**src/rtl/alu_req_arbiter.sv**
```systemverilog
// alu_req_arbiter: shares one pipelined ALU/NPU core between two valid/ready
// requesters, tags each issued op with its owner and steers the returned
// status word into that owner's response FIFO.
// Build option: define ALU_ARB_FIXED_PRIO_EN for fixed priority (req0 first);
// the default build uses round-robin arbitration.
module alu_req_arbiter #(
  parameter int ALU_LAT = 2,
  parameter int MAX_OUT = 2
) (
  input  logic        clk,
  input  logic        rst_n,
  input  logic        req0_valid,
  output logic        req0_ready,
  input  logic [12:0] req0_data,
  input  logic        req1_valid,
  output logic        req1_ready,
  input  logic [12:0] req1_data,
  output logic        rsp0_valid,
  input  logic        rsp0_ready,
  output logic [7:0]  rsp0_data,
  output logic        rsp1_valid,
  input  logic        rsp1_ready,
  output logic [7:0]  rsp1_data,
  output logic [3:0]  alu_a,
  output logic [3:0]  alu_b,
  output logic [3:0]  alu_op,
  output logic        alu_mode,
  input  logic [7:0]  alu_status,
  output logic        busy
);

  localparam int CW = $clog2(MAX_OUT + 1);
  localparam int PW = (MAX_OUT > 1) ? $clog2(MAX_OUT) : 1;

  logic [1:0]       req_valid;
  logic [1:0]       elig;
  logic [1:0]       grant;
  logic [1:0]       rsp_ready;
  logic [1:0]       rsp_valid;
  logic [1:0]       cnt_nz;
  logic [12:0]      req_data [2];
  logic [7:0]       rsp_data [2];
  logic [ALU_LAT:0] tag_v;
  logic [ALU_LAT:0] tag_o;

  assign req_valid   = {req1_valid, req0_valid};
  assign req_data[0] = req0_data;
  assign req_data[1] = req1_data;
  assign rsp_ready   = {rsp1_ready, rsp0_ready};
  assign req0_ready  = grant[0];
  assign req1_ready  = grant[1];
  assign rsp0_valid  = rsp_valid[0];
  assign rsp1_valid  = rsp_valid[1];
  assign rsp0_data   = rsp_data[0];
  assign rsp1_data   = rsp_data[1];

  function automatic logic [PW-1:0] ptr_inc(input logic [PW-1:0] p);
    return (p == PW'(MAX_OUT - 1)) ? '0 : p + 1'b1;
  endfunction

`ifdef ALU_ARB_FIXED_PRIO_EN
  // Fixed priority: req0 wins whenever eligible
  always_comb begin
    grant = '0;
    if (elig[0])      grant = 2'b01;
    else if (elig[1]) grant = 2'b10;
  end
`else
  logic last1;

  // Round-robin: on contention the requester not granted last wins
  always_comb begin
    grant = elig;
    if (elig == 2'b11) grant = last1 ? 2'b01 : 2'b10;
  end

  // Remember last winner; reset value makes req0 the first favourite
  always_ff @(posedge clk or negedge rst_n) begin
    if (!rst_n)      last1 <= 1'b1;
    else if (|grant) last1 <= grant[1];
  end
`endif

  // Operand/opcode register to the core, held while idle
  always_ff @(posedge clk or negedge rst_n) begin
    if (!rst_n)      {alu_mode, alu_op, alu_b, alu_a} <= '0;
    else if (|grant) {alu_mode, alu_op, alu_b, alu_a} <= grant[1] ? req_data[1] : req_data[0];
  end

  // Owner tag pipeline; the last stage marks the cycle the core status is valid
  always_ff @(posedge clk or negedge rst_n) begin
    if (!rst_n) begin
      tag_v <= '0;
      tag_o <= '0;
    end else begin
      tag_v <= {tag_v[ALU_LAT-1:0], |grant};
      tag_o <= {tag_o[ALU_LAT-1:0], grant[1]};
    end
  end

  // Busy tracks the registered outstanding counts
  always_ff @(posedge clk or negedge rst_n) begin
    if (!rst_n) busy <= 1'b0;
    else        busy <= |cnt_nz;
  end

  for (genvar n = 0; n < 2; n++) begin : g_req
    logic [CW-1:0] cnt;
    logic [CW-1:0] cnt_next;
    logic [CW-1:0] fcnt;
    logic [PW-1:0] wr_ptr;
    logic [PW-1:0] rd_ptr;
    logic [7:0]    mem [MAX_OUT];
    logic          push;
    logic          pop;

    assign push         = tag_v[ALU_LAT] && (tag_o[ALU_LAT] == 1'(n));
    assign pop          = rsp_valid[n] && rsp_ready[n];
    assign elig[n]      = req_valid[n] && (cnt < CW'(MAX_OUT));
    assign cnt_nz[n]    = |cnt_next;
    assign rsp_valid[n] = |fcnt;
    assign rsp_data[n]  = mem[rd_ptr];

    // Outstanding count: in flight plus buffered
    always_comb begin
      cnt_next = cnt;
      case ({grant[n], pop})
        2'b10:   cnt_next = cnt + 1'b1;
        2'b01:   cnt_next = cnt - 1'b1;
        default: cnt_next = cnt;
      endcase
    end

    // Outstanding count register
    always_ff @(posedge clk or negedge rst_n) begin
      if (!rst_n) cnt <= '0;
      else        cnt <= cnt_next;
    end

    // Response FIFO; credit accounting keeps it from overflowing
    always_ff @(posedge clk or negedge rst_n) begin
      if (!rst_n) begin
        wr_ptr <= '0;
        rd_ptr <= '0;
        fcnt   <= '0;
        for (int unsigned i = 0; i < MAX_OUT; i++) mem[PW'(i)] <= '0;
      end else begin
        if (push) begin
          mem[wr_ptr] <= alu_status;
          wr_ptr      <= ptr_inc(wr_ptr);
        end
        if (pop) rd_ptr <= ptr_inc(rd_ptr);
        case ({push, pop})
          2'b10:   fcnt <= fcnt + 1'b1;
          2'b01:   fcnt <= fcnt - 1'b1;
          default: fcnt <= fcnt;
        endcase
      end
    end
  end

endmodule

```
**config.mk**
```make
export PLATFORM = sky130hd
export DESIGN_NAME = alu_req_arbiter
export DESIGN_NICKNAME = d
export VERILOG_FILES = /design/src/rtl/alu_req_arbiter.sv
export SDC_FILE = /design/constraint.sdc
export NUM_CORES = 1
export LEC_CHECK = 0
export ABC_AREA = 0
export ABC_CLOCK_PERIOD_IN_PS = 2000
export BUFFER_PORTS_ARGS = -buffer_cell sky130_fd_sc_hd__buf_2
export CAP_MARGIN = 20
export CORE_UTILIZATION = 40
export DETAILED_ROUTE_END_ITERATION = 6
export PLACE_DENSITY = 0.7
export SYNTH_ARGS = -nofsm -noshare
export SYNTH_HDL_FRONTEND = slang
export SYNTH_SLANG_ARGS = --single-unit
```
**constraint.sdc**
```tcl
create_clock -name clk -period 2 [get_ports clk]
set_input_delay 0.3 -clock clk [delete_from_list [all_inputs] [get_ports clk]]
set_output_delay 0.3 -clock clk [all_outputs]
set_load 0.02 [all_outputs]
```
Word-level counts from Yosys, hierarchy flattened
Cells that the tools add are included.
{"block": "totals", "regBits": 65, "latch_bits": 0, "mem_bits_rw": 0, "rom_bits": 0, "input_bits": 40, "output_inout_bits": 34, "wordCells": 91, "n_memories": 0}
{"block": "op_classes", "n_addsub": 12, "multipliers": 0, "n_div": 0, "n_lt_le_gt_ge": 8, "n_eq_ne": 9, "n_shift": 0, "n_mux": 23, "bitwise_logic": 5, "n_reduce_logical": 14}
{"cell": "8-bit 2-to-1 mux", "n": 8}
{"cell": "16-bit bitwise mux", "n": 2}
{"cell": "8-bit demux with 1-bit select", "n": 2}
{"cell": "2-bit one-hot mux with 2 select lines", "n": 4}
{"cell": "13-bit 2-to-1 mux", "n": 1}
{"cell": "2-bit equality test (second input constant)", "n": 5}
{"cell": "2-bit by 1-bit adder with 2-bit output (second input constant)", "n": 4}
{"cell": "2-bit by 1-bit equality test with 1-bit output (second input constant)", "n": 4}
{"cell": "2-bit >= comparator (second input constant)", "n": 4}
{"cell": "1-bit logical AND", "n": 8}
{"cell": "1-bit NOT with 2-bit output", "n": 4}
{"cell": "2-bit by 1-bit subtractor with 2-bit output (second input constant)", "n": 4}
{"cell": "2-bit OR reduction", "n": 3}
{"cell": "1-bit adder (second input constant)", "n": 4}
{"cell": "2-bit by 1-bit less-than comparator with 1-bit output (second input constant)", "n": 2}
{"cell": "2-bit less-than comparator (second input constant)", "n": 2}
{"cell": "1-bit 2-to-1 mux", "n": 4}
{"cell": "2-bit 2-to-1 mux", "n": 2}
{"cell": "2-bit nonzero test", "n": 2}
{"cell": "4-bit OR reduction", "n": 1}
{"cell": "1-bit NOT", "n": 1}

Depth between registers and ports, before layout
Gate-level depths: netlist (run 1).
{"block": "depth", "ltp_word": 7, "ltp_mapped": 9, "ltp_nobuf": 7}

Worst setup path before layout (run 1)
Ideal clock, no wire load.
{"block": "synth_timing", "kind": "register to register", "startpoint": "register g_req[0].cnt[1]", "endpoint": "register busy", "setup_time_ns": 0.135, "t_arrival_ns": 1.765, "slack_ns": 0.101, "stages_incl_launch_ff": 9, "synth_period_minus_slack_ns": 1.899, "cell_sequence": "dfrtp_1 -> nor2b_1 -> buf_2 -> a21oi_2 -> buf_4 -> inv_1 -> ha_1 -> nor4bb_1 -> o22ai_1"}
{"block": "synth_via", "elab_chain_len": 7, "word_cells_on_any_way": 13, "classes_between": "add/sub: 2; order compare: 1; eq/ne: 5; mux: 3; reduce/logical: 2"}
{"element": "from (decl)", "line_no": "108", "text": "logic [CW-1:0] cnt;"}
{"element": "from (signal assigned)", "line_no": "137", "text": "else cnt <= cnt_next;"}
{"element": "2-bit less-than comparator (*)", "line_no": "119", "text": "assign elig[n] = req_valid[n] && (cnt < CW'(MAX_OUT));"}
{"element": "1-bit logical AND (*)", "line_no": "119"}
{"element": "2-bit equality test (*)", "line_no": "74", "text": "if (elig == 2'b11) grant = last1 ? 2'b01 : 2'b10;"}
{"element": "2-bit 2-to-1 mux (*)", "line_no": "74"}
{"element": "net req1_ready", "line_no": "16", "text": "output logic req1_ready,"}
{"element": "2-bit by 1-bit equality test with 1-bit output or 2-bit equality test (tied branches)", "line_no": "127", "text": "case ({grant[n], pop})"}
{"element": "2-bit one-hot mux with 2 select lines (*)", "line_no": "127"}
{"element": "4-bit OR reduction (*)", "line_no": "104", "text": "else busy <= |cnt_nz;"}
{"element": "to (signal assigned)", "line_no": "104"}
{"element": "to (decl)", "line_no": "29", "text": "output logic busy"}
The timed path passes the listed nets; every way through them passes the cells marked *.
A chain may end at the register's enable or synchronous reset.

Worst setup path after layout (run 1)
{"block": "layout_timing", "startpoint": "register g_req[0].fcnt[0]", "endpoint": "register busy"}
{"block": "layout_via", "elab_chain_len": 5, "word_cells_on_any_way": 6, "classes_between": "eq/ne: 2; mux: 1; reduce/logical: 3"}
{"element": "from (decl)", "line_no": "110", "text": "logic [CW-1:0] fcnt;"}
{"element": "from (signal assigned)", "line_no": "154", "text": "2'b10: fcnt <= fcnt + 1'b1;"}
{"element": "from (signal assigned)", "line_no": "155", "text": "2'b01: fcnt <= fcnt - 1'b1;"}
{"element": "from (signal assigned)", "line_no": "156", "text": "default: fcnt <= fcnt;"}
{"element": "2-bit OR reduction (*)", "line_no": "121", "text": "assign rsp_valid[n] = |fcnt;"}
{"element": "1-bit logical AND (*)", "line_no": "118", "text": "assign pop = rsp_valid[n] && rsp_ready[n];"}
{"element": "net g_req[0].pop", "line_no": "115", "text": "logic pop;"}
{"element": "2-bit by 1-bit equality test with 1-bit output or 2-bit equality test (tied branches)", "line_no": "127"}
{"element": "2-bit one-hot mux with 2 select lines (*)", "line_no": "127"}
{"element": "4-bit OR reduction (*)", "line_no": "104"}
Marked as above.

==> impl_metrics.xml, run 1 <==
<?xml version="1.0" encoding="UTF-8"?>
<metrics>
  <group name="power_and_ir_drop">
    <metric name="cellPowerDensity" unit="mW/mm²">1830</metric>
    <metric name="total_leakage_power" unit="nW">1.64</metric>
    <metric name="vdd_drop_max" unit="V">0.000618</metric>
  </group>
  <group name="cts">
    <metric name="clock_transition_at_the_register_clock_pins_on_the_worst_setup_and_hold_paths_after_cts" unit="ps">70</metric>
    <metric name="cts_tree" unit="">built</metric>
    <metric name="cts_max_path_buffers" unit="">2</metric>
    <metric name="cts_made_buffers" unit="">9</metric>
    <metric name="clk-insertion-delay-late" unit="ps">330</metric>
    <metric name="tritoncts_num_sinks" unit="">65</metric>
    <metric name="cts_htree_levels" unit="">3</metric>
    <metric name="ctsRootBufferMaster" unit="">sky130_fd_sc_hd__clkbuf_8</metric>
    <metric name="post-cts-setup-buffers" unit="">0</metric>
  </group>
  <group name="routing">
    <metric name="route.antenna.remaining_nets" unit="">0</metric>
    <metric name="number_of_vias_per_cell_after_detailed_routing" unit="">4.86</metric>
    <metric name="drt_first_iter_violations" unit="">64</metric>
    <metric name="finalWirelength" unit="µm">5570</metric>
    <metric name="dr_total_vias" unit="">1871</metric>
    <metric name="wl_per_cell" unit="µm">14.5</metric>
    <metric name="drt_drc_violations_left" unit="">0</metric>
    <metric name="drt-pass1-iter-count" unit="">4</metric>
  </group>
  <group name="logic_synthesis">
    <metric name="synth_fp_nets" unit="">245</metric>
    <metric name="synth_async_sr_flop_share" unit="">1.00</metric>
    <metric name="synth-seq-cells" unit="">65</metric>
    <metric name="yosysSeqAreaShare" unit="">0.572</metric>
    <metric name="synth_area" unit="mm²">0.00284</metric>
    <metric name="post_synth_edffs" unit="">0</metric>
    <metric name="yosysWarningCount" unit="">0</metric>
    <metric name="instance_count_of_the_mapped_netlist" unit="">201</metric>
    <metric name="synth_cell_types" unit="">30</metric>
    <metric name="ys_dominant_reg_cell" unit="">sky130_fd_sc_hd__dfrtp_1</metric>
    <metric name="post_synth.cell_area_avg" unit="µm²">14.1</metric>
  </group>
  <group name="setup_path">
    <metric name="path_class" unit="">register to register</metric>
    <metric name="worstSetupStartpoint" unit="">g_req[0].fcnt[0]</metric>
    <metric name="required" unit="ps">2210</metric>
    <metric name="startpoint_type" unit="">register</metric>
    <metric name="worstPathArrival" unit="ps">2070</metric>
    <metric name="critical-path-max-stage-delay" unit="ps">410</metric>
    <metric name="cell_family_with_the_largest_share_of_critical_path_delay" unit="">simple AND/OR/NAND/NOR gates</metric>
    <metric name="critPathSlowestCell" unit="">sky130_fd_sc_hd__dfrtp_1</metric>
    <metric name="r2r-start" unit="">g_req[0].fcnt[0]</metric>
    <metric name="path_max_fanout" unit="">5</metric>
    <metric name="critical_path_buf_inv_count" unit="">0</metric>
    <metric name="crit_chain" unit="">or2_2 &gt; and2_1 &gt; ha_1 &gt; nand3b_1 &gt; a21oi_1 &gt; o22ai_1</metric>
    <metric name="worst_setup_path_end_kind" unit="">register</metric>
  </group>
  <group name="floorplanning">
    <metric name="floorplan.io_pins" unit="">74</metric>
    <metric name="core" unit="mm²">0.00683</metric>
    <metric name="start_util" unit="">0.416</metric>
    <metric name="placement_rows" unit="">30</metric>
    <metric name="die-width" unit="µm">86.3</metric>
    <metric name="total_die_area" unit="mm²">0.00745</metric>
    <metric name="die_extent_in_y" unit="µm">86.3</metric>
  </group>
  <group name="grt">
    <metric name="grt_overflow" unit="">0</metric>
    <metric name="first_global_vias" unit="">1955</metric>
    <metric name="grt_start_max_net_pins" unit="">27</metric>
    <metric name="globalRouteTotalUtil" unit="">0.163</metric>
    <metric name="initial_antenna_violation_count" unit="">0</metric>
    <metric name="wire_length_of_the_first_global_routing_pass" unit="µm">9160</metric>
  </group>
  <group name="placement">
    <metric name="dp_hpwl" unit="µm">3920</metric>
    <metric name="port_buffers" unit="">73</metric>
    <metric name="gpl.final_weighted_congestion" unit="">0.667</metric>
  </group>
  <group name="timing">
    <metric name="hold_viol_final" unit="">0</metric>
    <metric name="maxSlewViolCount" unit="">0</metric>
    <metric name="rsz0062_at_grt" unit="">false</metric>
    <metric name="finalCritPeriodShare" unit="">0.930</metric>
    <metric name="timing.max_slew.rel_slack" unit="">0.664</metric>
    <metric name="finalSetupTns" unit="ps">0</metric>
    <metric name="fin_skew" unit="ps">6.43</metric>
    <metric name="final.min_clock_period" unit="ps">1860</metric>
    <metric name="timing.final.setup_violations" unit="">0</metric>
    <metric name="max_freq" unit="MHz">538</metric>
    <metric name="worst_pin_slew" unit="ps">503</metric>
  </group>
  <group name="hold_path">
    <metric name="holdCritStartpoint" unit="">req1_data[10]</metric>
    <metric name="worstHoldPathType" unit="">input port to register</metric>
  </group>
  <group name="run_status">
    <metric name="status" unit="">complete, no violations</metric>
  </group>
  <group name="finish">
    <metric name="drive_gt1_frac" unit="">0.522</metric>
    <metric name="num-nets-final" unit="">328</metric>
    <metric name="flow.area_growth_from_synthesis" unit="%">26.4</metric>
    <metric name="final_core_density" unit="">0.526</metric>
    <metric name="count_of_antenna_diodes_in_the_layout" unit="">0</metric>
  </group>
  <group name="flow_run">
    <metric name="max-cap-violations" unit="">0</metric>
  </group>
</metrics>
## cell usage in the layout, fill, tap and decap left out, types with 3 or more instances in the layout
cell and count:
sky130_fd_sc_hd__a21oi_1 3, sky130_fd_sc_hd__a221o_1 13, sky130_fd_sc_hd__buf_2 73, sky130_fd_sc_hd__buf_4 5
sky130_fd_sc_hd__bufinv_16 3, sky130_fd_sc_hd__clkbuf_8 9, sky130_fd_sc_hd__dfrtp_1 64, sky130_fd_sc_hd__ha_1 4
sky130_fd_sc_hd__mux2_2 48, sky130_fd_sc_hd__nand2_1 3, sky130_fd_sc_hd__nand2b_1 4, sky130_fd_sc_hd__nand3b_1 3
sky130_fd_sc_hd__nor2_1 5, sky130_fd_sc_hd__nor3b_1 13, sky130_fd_sc_hd__xnor2_1 9, sky130_fd_sc_hd__xor2_1 6
## sequential cells by signal, indices dropped and copies added (netlist names), 2 cells and up
name / cells
g_req.rd_ptr: 2
g_req.fcnt: 4
alu_b: 4
g_req.mem: 32
alu_op: 4
tag_v: 3
tag_o: 3
alu_a: 4
g_req.wr_ptr: 2
g_req.cnt: 4
## logic make-up after synthesis
group,Yosys count,share of synthesized area
adder cells (fa/ha/maj),4,0.0176
multiplexers,48,0.190
flip-flops,65,0.572
AO/OA/AOI/OAI,19,0.0616
XOR/XNOR,15,0.0462
AND/OR/NAND/NOR,40,0.0933
buffers and inverters,10,0.0189
## Yosys cell counts (all sizes together), types with 3 or more instances
| cell type | count | area, µm² |
|---|---|---|
| a21oi | 4 | 23.8 |
| a221o | 13 | 130 |
| buf | 6 | 38.8 |
| dfrtp | 64 | 1600 |
| ha | 4 | 50.1 |
| mux2 | 48 | 541 |
| nand2 | 3 | 11.3 |
| nand2b | 5 | 38.8 |
| nand3b | 3 | 22.5 |
| nor2 | 6 | 25.0 |
| nor3b | 13 | 97.6 |
| or2 | 3 | 18.8 |
| xnor2 | 9 | 78.8 |
| xor2 | 6 | 52.6 |
## stage by stage
step / cell area (µm²) / worst slack [ps] / cells / hold WS (ps) / total power [mW]
after global routing: 3600 / 56.7 / 385 / 179 / 7.01
final: 3600 / 140 / 385 / 193 / 6.59
after floorplan: 2840 / 101 / 201 / 4.41 / 4.48
after global placement: 3340 / 208 / 368 / 229 / 5.20
after detailed placement: 3340 / 164 / 368 / 225 / 5.29
after CTS: 3590 / 41.5 / 385 / 181 / 6.66
## timing repair
action | in CTS | in global routing
setup endpoints to repair | 0 | 1
hold endpoints to repair | 11 | 0
hold buffers | 1 | 0
resized for setup | 0 | 1
## report_power, final
group          internal [mW]  switching (mW)  leakage, nW
logic                   1.41            1.41        0.752
registers               1.99           0.453        0.768
clock network          0.827           0.503        0.115
## layout make-up
cell class              instances  area [µm²]
repair buffers                 80         433
inverters                       2        7.51
well taps                      96         120
multi-input cells             126        1160
fillers                       622        3240
clock inverters                 7         119
clock buffers                   9         124
flip-flops and latches         65        1630
## routing by layer
metal  share of wire  track usage  wire length, µm
met1            0.46        0.202             2550
met2            0.47        0.266             2630
met3           0.055       0.0419              307
met4           0.015       0.0773               85
met5               0            0                0
## final timing paths
path / endpoint / slack (ps) / cells after the start
min in group asynchronous: g_req[0].mem[0] / 410 / 2
worst min-delay path: alu_op[2] / 190 / 2
worst max-delay path: busy / 140 / 6
worst min register to register: tag_o[2] / 350 / 0
worst max register to register: busy / 140 / 6
max in group asynchronous: last1 / 980 / 3
No activity file was read; power rests on OpenSTA's default activity.
==> run 2, diff against run 1 <==
--- a/config.mk
+++ b/config.mk
@@ -7,11 +7,12 @@
 export LEC_CHECK = 0
 export ABC_AREA = 0
 export ABC_CLOCK_PERIOD_IN_PS = 2000
-export BUFFER_PORTS_ARGS = -buffer_cell sky130_fd_sc_hd__buf_2
 export CAP_MARGIN = 20
 export CORE_UTILIZATION = 40
 export DETAILED_ROUTE_END_ITERATION = 6
-export PLACE_DENSITY = 0.7
+export DONT_BUFFER_PORTS = 1
+export PLACE_DENSITY = 0.61
 export SYNTH_ARGS = -nofsm -noshare
 export SYNTH_HDL_FRONTEND = slang
 export SYNTH_SLANG_ARGS = --single-unit
+export TNS_END_PERCENT = 5
==> run 2 against run 1 <==
Sequential share of layout area up 5.2 points. Worst hold slack worse by 95 ps. Non-clock buffer count down 73. Die area unchanged.
==> impl_metrics.xml, run 2 (synthesized netlist as in run 1, its figures left out) <==
<?xml version="1.0" encoding="UTF-8"?>
<metrics>
  <group name="timing">
    <metric name="worst_pin_slew" unit="ps">505</metric>
    <metric name="timing.final.setup_violations" unit="">0</metric>
    <metric name="final.min_clock_period" unit="ps">1840</metric>
    <metric name="finalCritPeriodShare" unit="">0.922</metric>
    <metric name="finalSetupTns" unit="ps">0</metric>
    <metric name="hold_viol_final" unit="">0</metric>
    <metric name="rsz0062_at_grt" unit="">false</metric>
    <metric name="timing.max_slew.rel_slack" unit="">0.663</metric>
    <metric name="max_freq" unit="MHz">542</metric>
    <metric name="maxSlewViolCount" unit="">0</metric>
    <metric name="worst_hold_slack" unit="ps">98.3</metric>
    <metric name="fin_skew" unit="ps">14.3</metric>
  </group>
  <group name="grt">
    <metric name="globalRoute.busiestLayer" unit="">met2</metric>
    <metric name="grt.met2_usage" unit="">0.239</metric>
    <metric name="globalRouteTotalUtil" unit="">0.150</metric>
    <metric name="wire_length_of_the_first_global_routing_pass" unit="µm">8200</metric>
    <metric name="first_global_vias" unit="">1726</metric>
    <metric name="global_route.usage.met3" unit="">0.0657</metric>
    <metric name="initial_antenna_violation_count" unit="">0</metric>
    <metric name="grt_overflow" unit="">0</metric>
    <metric name="grt_start_max_net_pins" unit="">66</metric>
    <metric name="met1_usage" unit="">0.175</metric>
  </group>
  <group name="floorplanning">
    <metric name="placement_rows" unit="">30</metric>
    <metric name="start_util" unit="">0.416</metric>
    <metric name="die_extent_in_y" unit="µm">86.3</metric>
    <metric name="total_die_area" unit="mm²">0.00745</metric>
    <metric name="floorplan.io_pins" unit="">74</metric>
    <metric name="core" unit="mm²">0.00683</metric>
    <metric name="die-width" unit="µm">86.3</metric>
  </group>
  <group name="setup_path">
    <metric name="critPathSlowestCell" unit="">sky130_fd_sc_hd__dfrtp_1</metric>
    <metric name="startpoint_type" unit="">register</metric>
    <metric name="worstPathArrival" unit="ps">2050</metric>
    <metric name="critical-path-max-stage-delay" unit="ps">410</metric>
    <metric name="worst_setup_path_end_kind" unit="">register</metric>
    <metric name="crit_chain" unit="">or2_2 &gt; and2_1 &gt; ha_1 &gt; nor4bb_1 &gt; o22ai_1</metric>
    <metric name="cell_family_with_the_largest_share_of_critical_path_delay" unit="">simple AND/OR/NAND/NOR gates</metric>
    <metric name="path_max_fanout" unit="">5</metric>
    <metric name="path_class" unit="">register to register</metric>
    <metric name="critical_path_buf_inv_count" unit="">0</metric>
    <metric name="required" unit="ps">2210</metric>
  </group>
  <group name="finish">
    <metric name="stdcell_area" unit="mm²">0.00322</metric>
    <metric name="regMostFlops" unit="">g_req.mem</metric>
    <metric name="mostFrequentLayoutCells" unit="">64 x sky130_fd_sc_hd__dfrtp_1, 48 x sky130_fd_sc_hd__mux2_2, 13 x sky130_fd_sc_hd__nor3b_1, 13 x sky130_fd_sc_hd__a221o_1, 10 x sky130_fd_sc_hd__clkbuf_8</metric>
    <metric name="count_of_antenna_diodes_in_the_layout" unit="">0</metric>
    <metric name="drive_gt1_frac" unit="">0.361</metric>
    <metric name="multi_input_comb_area" unit="mm²">0.00116</metric>
    <metric name="largest_register_ffs" unit="">32</metric>
    <metric name="final_core_density" unit="">0.472</metric>
    <metric name="flow.area_growth_from_synthesis" unit="%">13.3</metric>
    <metric name="most_common_library_cell_in_the_layout_ignoring_fill_and_taps" unit="">sky130_fd_sc_hd__dfrtp_1</metric>
    <metric name="num-nets-final" unit="">255</metric>
    <metric name="layout.filler_cells" unit="">653</metric>
    <metric name="final-seq-area" unit="mm²">0.00163</metric>
  </group>
  <group name="hold_path">
    <metric name="worstHoldPathType" unit="">input port to register</metric>
  </group>
  <group name="routing">
    <metric name="drt-pass1-iter-count" unit="">4</metric>
    <metric name="drt_first_iter_violations" unit="">51</metric>
    <metric name="wl_per_cell" unit="µm">16.0</metric>
    <metric name="drt_drc_violations_left" unit="">0</metric>
    <metric name="route.antenna.remaining_nets" unit="">0</metric>
    <metric name="dr_total_vias" unit="">1618</metric>
    <metric name="finalWirelength" unit="µm">5000</metric>
    <metric name="number_of_vias_per_cell_after_detailed_routing" unit="">5.19</metric>
  </group>
  <group name="placement">
    <metric name="dp_hpwl" unit="µm">3310</metric>
    <metric name="gpl.final_weighted_congestion" unit="">0.730</metric>
    <metric name="port_buffers" unit="">0</metric>
    <metric name="placed_area" unit="mm²">0.00296</metric>
  </group>
  <group name="cts">
    <metric name="clock_transition_at_the_register_clock_pins_on_the_worst_setup_and_hold_paths_after_cts" unit="ps">70</metric>
    <metric name="cts_tree" unit="">built</metric>
    <metric name="tritoncts_num_sinks" unit="">65</metric>
    <metric name="cts_max_path_buffers" unit="">2</metric>
    <metric name="cts_htree_levels" unit="">3</metric>
    <metric name="ctsRootBufferMaster" unit="">sky130_fd_sc_hd__clkbuf_8</metric>
    <metric name="post-cts-setup-buffers" unit="">0</metric>
    <metric name="cts_made_buffers" unit="">9</metric>
    <metric name="clk-insertion-delay-late" unit="ps">340</metric>
  </group>
  <group name="flow_run">
    <metric name="max-cap-violations" unit="">0</metric>
  </group>
  <group name="power_and_ir_drop">
    <metric name="total_leakage_power" unit="nW">1.34</metric>
    <metric name="vdd_drop_max" unit="V">0.000785</metric>
    <metric name="cellPowerDensity" unit="mW/mm²">1900</metric>
  </group>
  <group name="run_status">
    <metric name="status" unit="">complete, no violations</metric>
  </group>
</metrics>
[run 2: what timing repair did]
item	in CTS	in global routing
hold endpoints to repair	65	0
endpoints found under the setup margin	0	1
hold buffers	2	0
resized for setup	0	1
[run 2: routing by layer]
metal / vias to the layer above / wire, µm
met3: 6 / 409
met5: - / 0
met2: 76 / 2380
met1: 786 / 2160
met4: 0 / 54
li1: 750 / -
[run 2: worst reg2reg max path: cells and delay by family, from the launching register on]
family | cells | cell delay [ps]
flip-flops | 1 | 410
AND/OR/NAND/NOR | 3 | 820
adder cells (fa/ha/maj) | 1 | 360
AO/OA/AOI/OAI | 1 | 130
[run 2: final cells by class]
cell class,count,share of cell area
multi-input combinational,126,0.361
clock buffer,10,0.0427
timing repair buffer,7,0.0233
sequential,65,0.505
clock inverter,6,0.0280
inverter,2,0.00233
tap,96,0.0373
[run 2: metrics by stage]
stage | cells | worst slack [ps] | total power [mW]
finish | 312 | 156 | 6.11
global route | 312 | 19.8 | 6.53
CTS | 312 | 140 | 6.20
detailed placement | 294 | 163 | 4.88
global placement | 294 | 190 | 4.84
floorplan | 201 | 101 | 4.48
[run 2: final timing paths]
path / slack [ps] / cells after the start / start / endpoint
hold reg to reg: 350 / 0 / tag_v[1] / tag_v[2]
setup reg to reg: 160 / 5 / g_req[1].fcnt[0] / busy
hold / removal: 100 / 1 / req1_data[0] / alu_a[0]
min in group asynchronous: 490 / 2 / rst_n / g_req[1].mem[0]
max in group asynchronous: 1200 / 2 / rst_n / last1
setup / recovery: 160 / 5 / g_req[1].fcnt[0] / busy
[run 2: power breakdown]
group	leakage (nW)	total [mW]	switching, mW	internal [mW]
Combinational	0.463	2.26	1.11	1.15
Sequential	0.768	2.61	0.627	1.99
Clock	0.113	1.24	0.505	0.739
==> run 3, diff against run 2 <==
--- a/config.mk
+++ b/config.mk
@@ -9,6 +9,7 @@
 export ABC_CLOCK_PERIOD_IN_PS = 2000
 export CAP_MARGIN = 20
 export CORE_UTILIZATION = 40
+export CTS_BUF_LIST = sky130_fd_sc_hd__clkbuf_16
 export DETAILED_ROUTE_END_ITERATION = 6
 export DONT_BUFFER_PORTS = 1
 export PLACE_DENSITY = 0.61
==> run 3 against run 2 <==
Clock skew decreased by 7.8 ps. Register-to-register slack about the same. Design area is 2.8% higher. Count of clock-buffer cells in the layout decreased by 1. Setup slack better by 8.5 ps. Core utilization increased by 1.3 points. First-iteration DRC count grew 86%. Critical path depth is the same. Sequential share of layout area down 1.4 points. Non-clock buffer count unchanged. Fmax is 0.46% higher. Wire length is 0.46% lower. Largest power group unchanged. Highest routed layer unchanged.
==> impl_metrics.xml, run 3 (synthesized netlist as in run 1, its figures left out) <==
<?xml version="1.0" encoding="UTF-8"?>
<metrics>
  <group name="finish">
    <metric name="drive_gt1_frac" unit="">0.356</metric>
    <metric name="num-nets-final" unit="">255</metric>
    <metric name="final_core_density" unit="">0.485</metric>
    <metric name="final-seq-area" unit="mm²">0.00163</metric>
    <metric name="final_cell_count_no_fill" unit="">312</metric>
    <metric name="regMostFlops" unit="">g_req.mem</metric>
    <metric name="flow.area_growth_from_synthesis" unit="%">16.5</metric>
    <metric name="multi_input_comb_area" unit="mm²">0.00116</metric>
    <metric name="largest_register_ffs" unit="">32</metric>
    <metric name="most_common_library_cell_in_the_layout_ignoring_fill_and_taps" unit="">sky130_fd_sc_hd__dfrtp_1</metric>
    <metric name="count_of_antenna_diodes_in_the_layout" unit="">0</metric>
    <metric name="layout.filler_cells" unit="">641</metric>
    <metric name="mostFrequentLayoutCells" unit="">64 x sky130_fd_sc_hd__dfrtp_1, 48 x sky130_fd_sc_hd__mux2_2, 13 x sky130_fd_sc_hd__nor3b_1, 13 x sky130_fd_sc_hd__a221o_1</metric>
  </group>
  <group name="cts">
    <metric name="cts_htree_levels" unit="">3</metric>
    <metric name="ctsRootBufferMaster" unit="">sky130_fd_sc_hd__clkbuf_16</metric>
    <metric name="clk-insertion-delay-late" unit="ps">320</metric>
    <metric name="cts_made_buffers" unit="">9</metric>
    <metric name="clock_transition_at_the_register_clock_pins_on_the_worst_setup_and_hold_paths_after_cts" unit="ps">60</metric>
    <metric name="cts_tree" unit="">built</metric>
    <metric name="tritoncts_num_sinks" unit="">65</metric>
    <metric name="cts_max_path_buffers" unit="">2</metric>
    <metric name="post-cts-setup-buffers" unit="">0</metric>
  </group>
  <group name="timing">
    <metric name="fin_skew" unit="ps">6.53</metric>
    <metric name="finalCritPeriodShare" unit="">0.918</metric>
    <metric name="worst_hold_slack" unit="ps">119</metric>
    <metric name="hold_viol_final" unit="">0</metric>
    <metric name="max_freq" unit="MHz">545</metric>
    <metric name="worst_pin_slew" unit="ps">502</metric>
    <metric name="maxSlewViolCount" unit="">0</metric>
    <metric name="timing.final.setup_violations" unit="">0</metric>
    <metric name="setup_ws" unit="ps">164</metric>
    <metric name="finalSetupTns" unit="ps">0</metric>
    <metric name="final.min_clock_period" unit="ps">1840</metric>
    <metric name="rsz0062_at_grt" unit="">false</metric>
    <metric name="timing.max_slew.rel_slack" unit="">0.665</metric>
  </group>
  <group name="routing">
    <metric name="number_of_vias_per_cell_after_detailed_routing" unit="">5.19</metric>
    <metric name="drt_drc_violations_left" unit="">0</metric>
    <metric name="wl_per_cell" unit="µm">16.0</metric>
    <metric name="route.antenna.remaining_nets" unit="">0</metric>
    <metric name="dr_total_vias" unit="">1619</metric>
    <metric name="finalWirelength" unit="µm">4980</metric>
    <metric name="drt_first_iter_violations" unit="">95</metric>
    <metric name="drt-pass1-iter-count" unit="">4</metric>
  </group>
  <group name="placement">
    <metric name="gpl.final_weighted_congestion" unit="">0.730</metric>
    <metric name="port_buffers" unit="">0</metric>
    <metric name="post-place-cells" unit="">294</metric>
    <metric name="dp_hpwl" unit="µm">3310</metric>
    <metric name="place_ws" unit="ps">163</metric>
  </group>
  <group name="floorplanning">
    <metric name="start_util" unit="">0.416</metric>
    <metric name="floorplan.io_pins" unit="">74</metric>
    <metric name="core" unit="mm²">0.00683</metric>
    <metric name="total_die_area" unit="mm²">0.00745</metric>
    <metric name="die_extent_in_y" unit="µm">86.3</metric>
    <metric name="die-width" unit="µm">86.3</metric>
    <metric name="placement_rows" unit="">30</metric>
  </group>
  <group name="power_and_ir_drop">
    <metric name="cellPowerDensity" unit="mW/mm²">1960</metric>
    <metric name="total_leakage_power" unit="nW">1.38</metric>
    <metric name="vdd_drop_max" unit="V">0.000887</metric>
  </group>
  <group name="run_status">
    <metric name="status" unit="">complete, no violations</metric>
  </group>
  <group name="setup_path">
    <metric name="worst_setup_path_end_kind" unit="">register</metric>
    <metric name="path_max_fanout" unit="">5</metric>
    <metric name="startpoint_type" unit="">register</metric>
    <metric name="worstPathArrival" unit="ps">2030</metric>
    <metric name="required" unit="ps">2190</metric>
    <metric name="path_class" unit="">register to register</metric>
  </group>
  <group name="grt">
    <metric name="wire_length_of_the_first_global_routing_pass" unit="µm">8180</metric>
    <metric name="grt_overflow" unit="">0</metric>
    <metric name="first_global_vias" unit="">1724</metric>
    <metric name="grt_start_max_net_pins" unit="">66</metric>
    <metric name="initial_antenna_violation_count" unit="">0</metric>
    <metric name="globalRouteTotalUtil" unit="">0.149</metric>
  </group>
  <group name="hold_path">
    <metric name="worstHoldPathType" unit="">input port to register</metric>
  </group>
  <group name="flow_run">
    <metric name="max-cap-violations" unit="">0</metric>
  </group>
</metrics>
==> run 3: final timing paths <==
check	start	end	slack [ps]	cells after the start
worst max-delay path	g_req[1].fcnt[0]	busy	160	5
worst min-delay path	req1_data[0]	alu_a[0]	120	1
worst max register to register	g_req[1].fcnt[0]	busy	160	5
worst min register to register	tag_o[1]	tag_o[2]	350	0
max in group asynchronous	rst_n	last1	1170	2
min in group asynchronous	rst_n	g_req[1].mem[0]	510	2
==> run 3: layer usage <==
layer  track usage  vias to the layer above  routed length, µm
li1              -                      750                  -
met2         0.242                       71               2370
met4        0.0682                        0                 64
met1         0.171                      792               2150
met3        0.0629                        6                393
met5             0                        -                  0
==> run 3: metrics by stage <==
step                instance area (µm²)  total power [mW]
floorplan                          2840              4.48
global placement                   2960              4.84
detailed placement                 2960              4.88
CTS                                3310              6.60
global route                       3310              6.93
finish                             3310              6.51
==> run 3: where the power goes <==
group	switching, mW	internal [mW]	leakage [nW]	total, mW
Clock	0.548	1.09	0.153	1.64
Combinational	1.11	1.15	0.463	2.25
Sequential	0.629	1.99	0.768	2.62
==> run 3: area by class of cell <==
type / count / area share
Sequential cell: 65 / 0.491
Multi-Input combinational cell: 126 / 0.351
Clock buffer: 9 / 0.0680
Tap cell: 96 / 0.0362
Clock inverter: 7 / 0.0283
Timing Repair Buffer: 7 / 0.0227
Inverter: 2 / 0.00227
==> run 3: critical path, cell delays in order (launching register included) <==
cell and delay (ps):
sky130_fd_sc_hd__dfrtp_1 400, sky130_fd_sc_hd__or2_2 310, sky130_fd_sc_hd__and2_1 200, sky130_fd_sc_hd__ha_1 360, sky130_fd_sc_hd__nor4bb_1 310, sky130_fd_sc_hd__o22ai_1 130
==> run 3: what timing repair did <==
item	CTS	global route
hold buffers	2	0
endpoints found under the setup margin	0	1
endpoints found under the hold margin	65	0
gates resized for setup	0	1
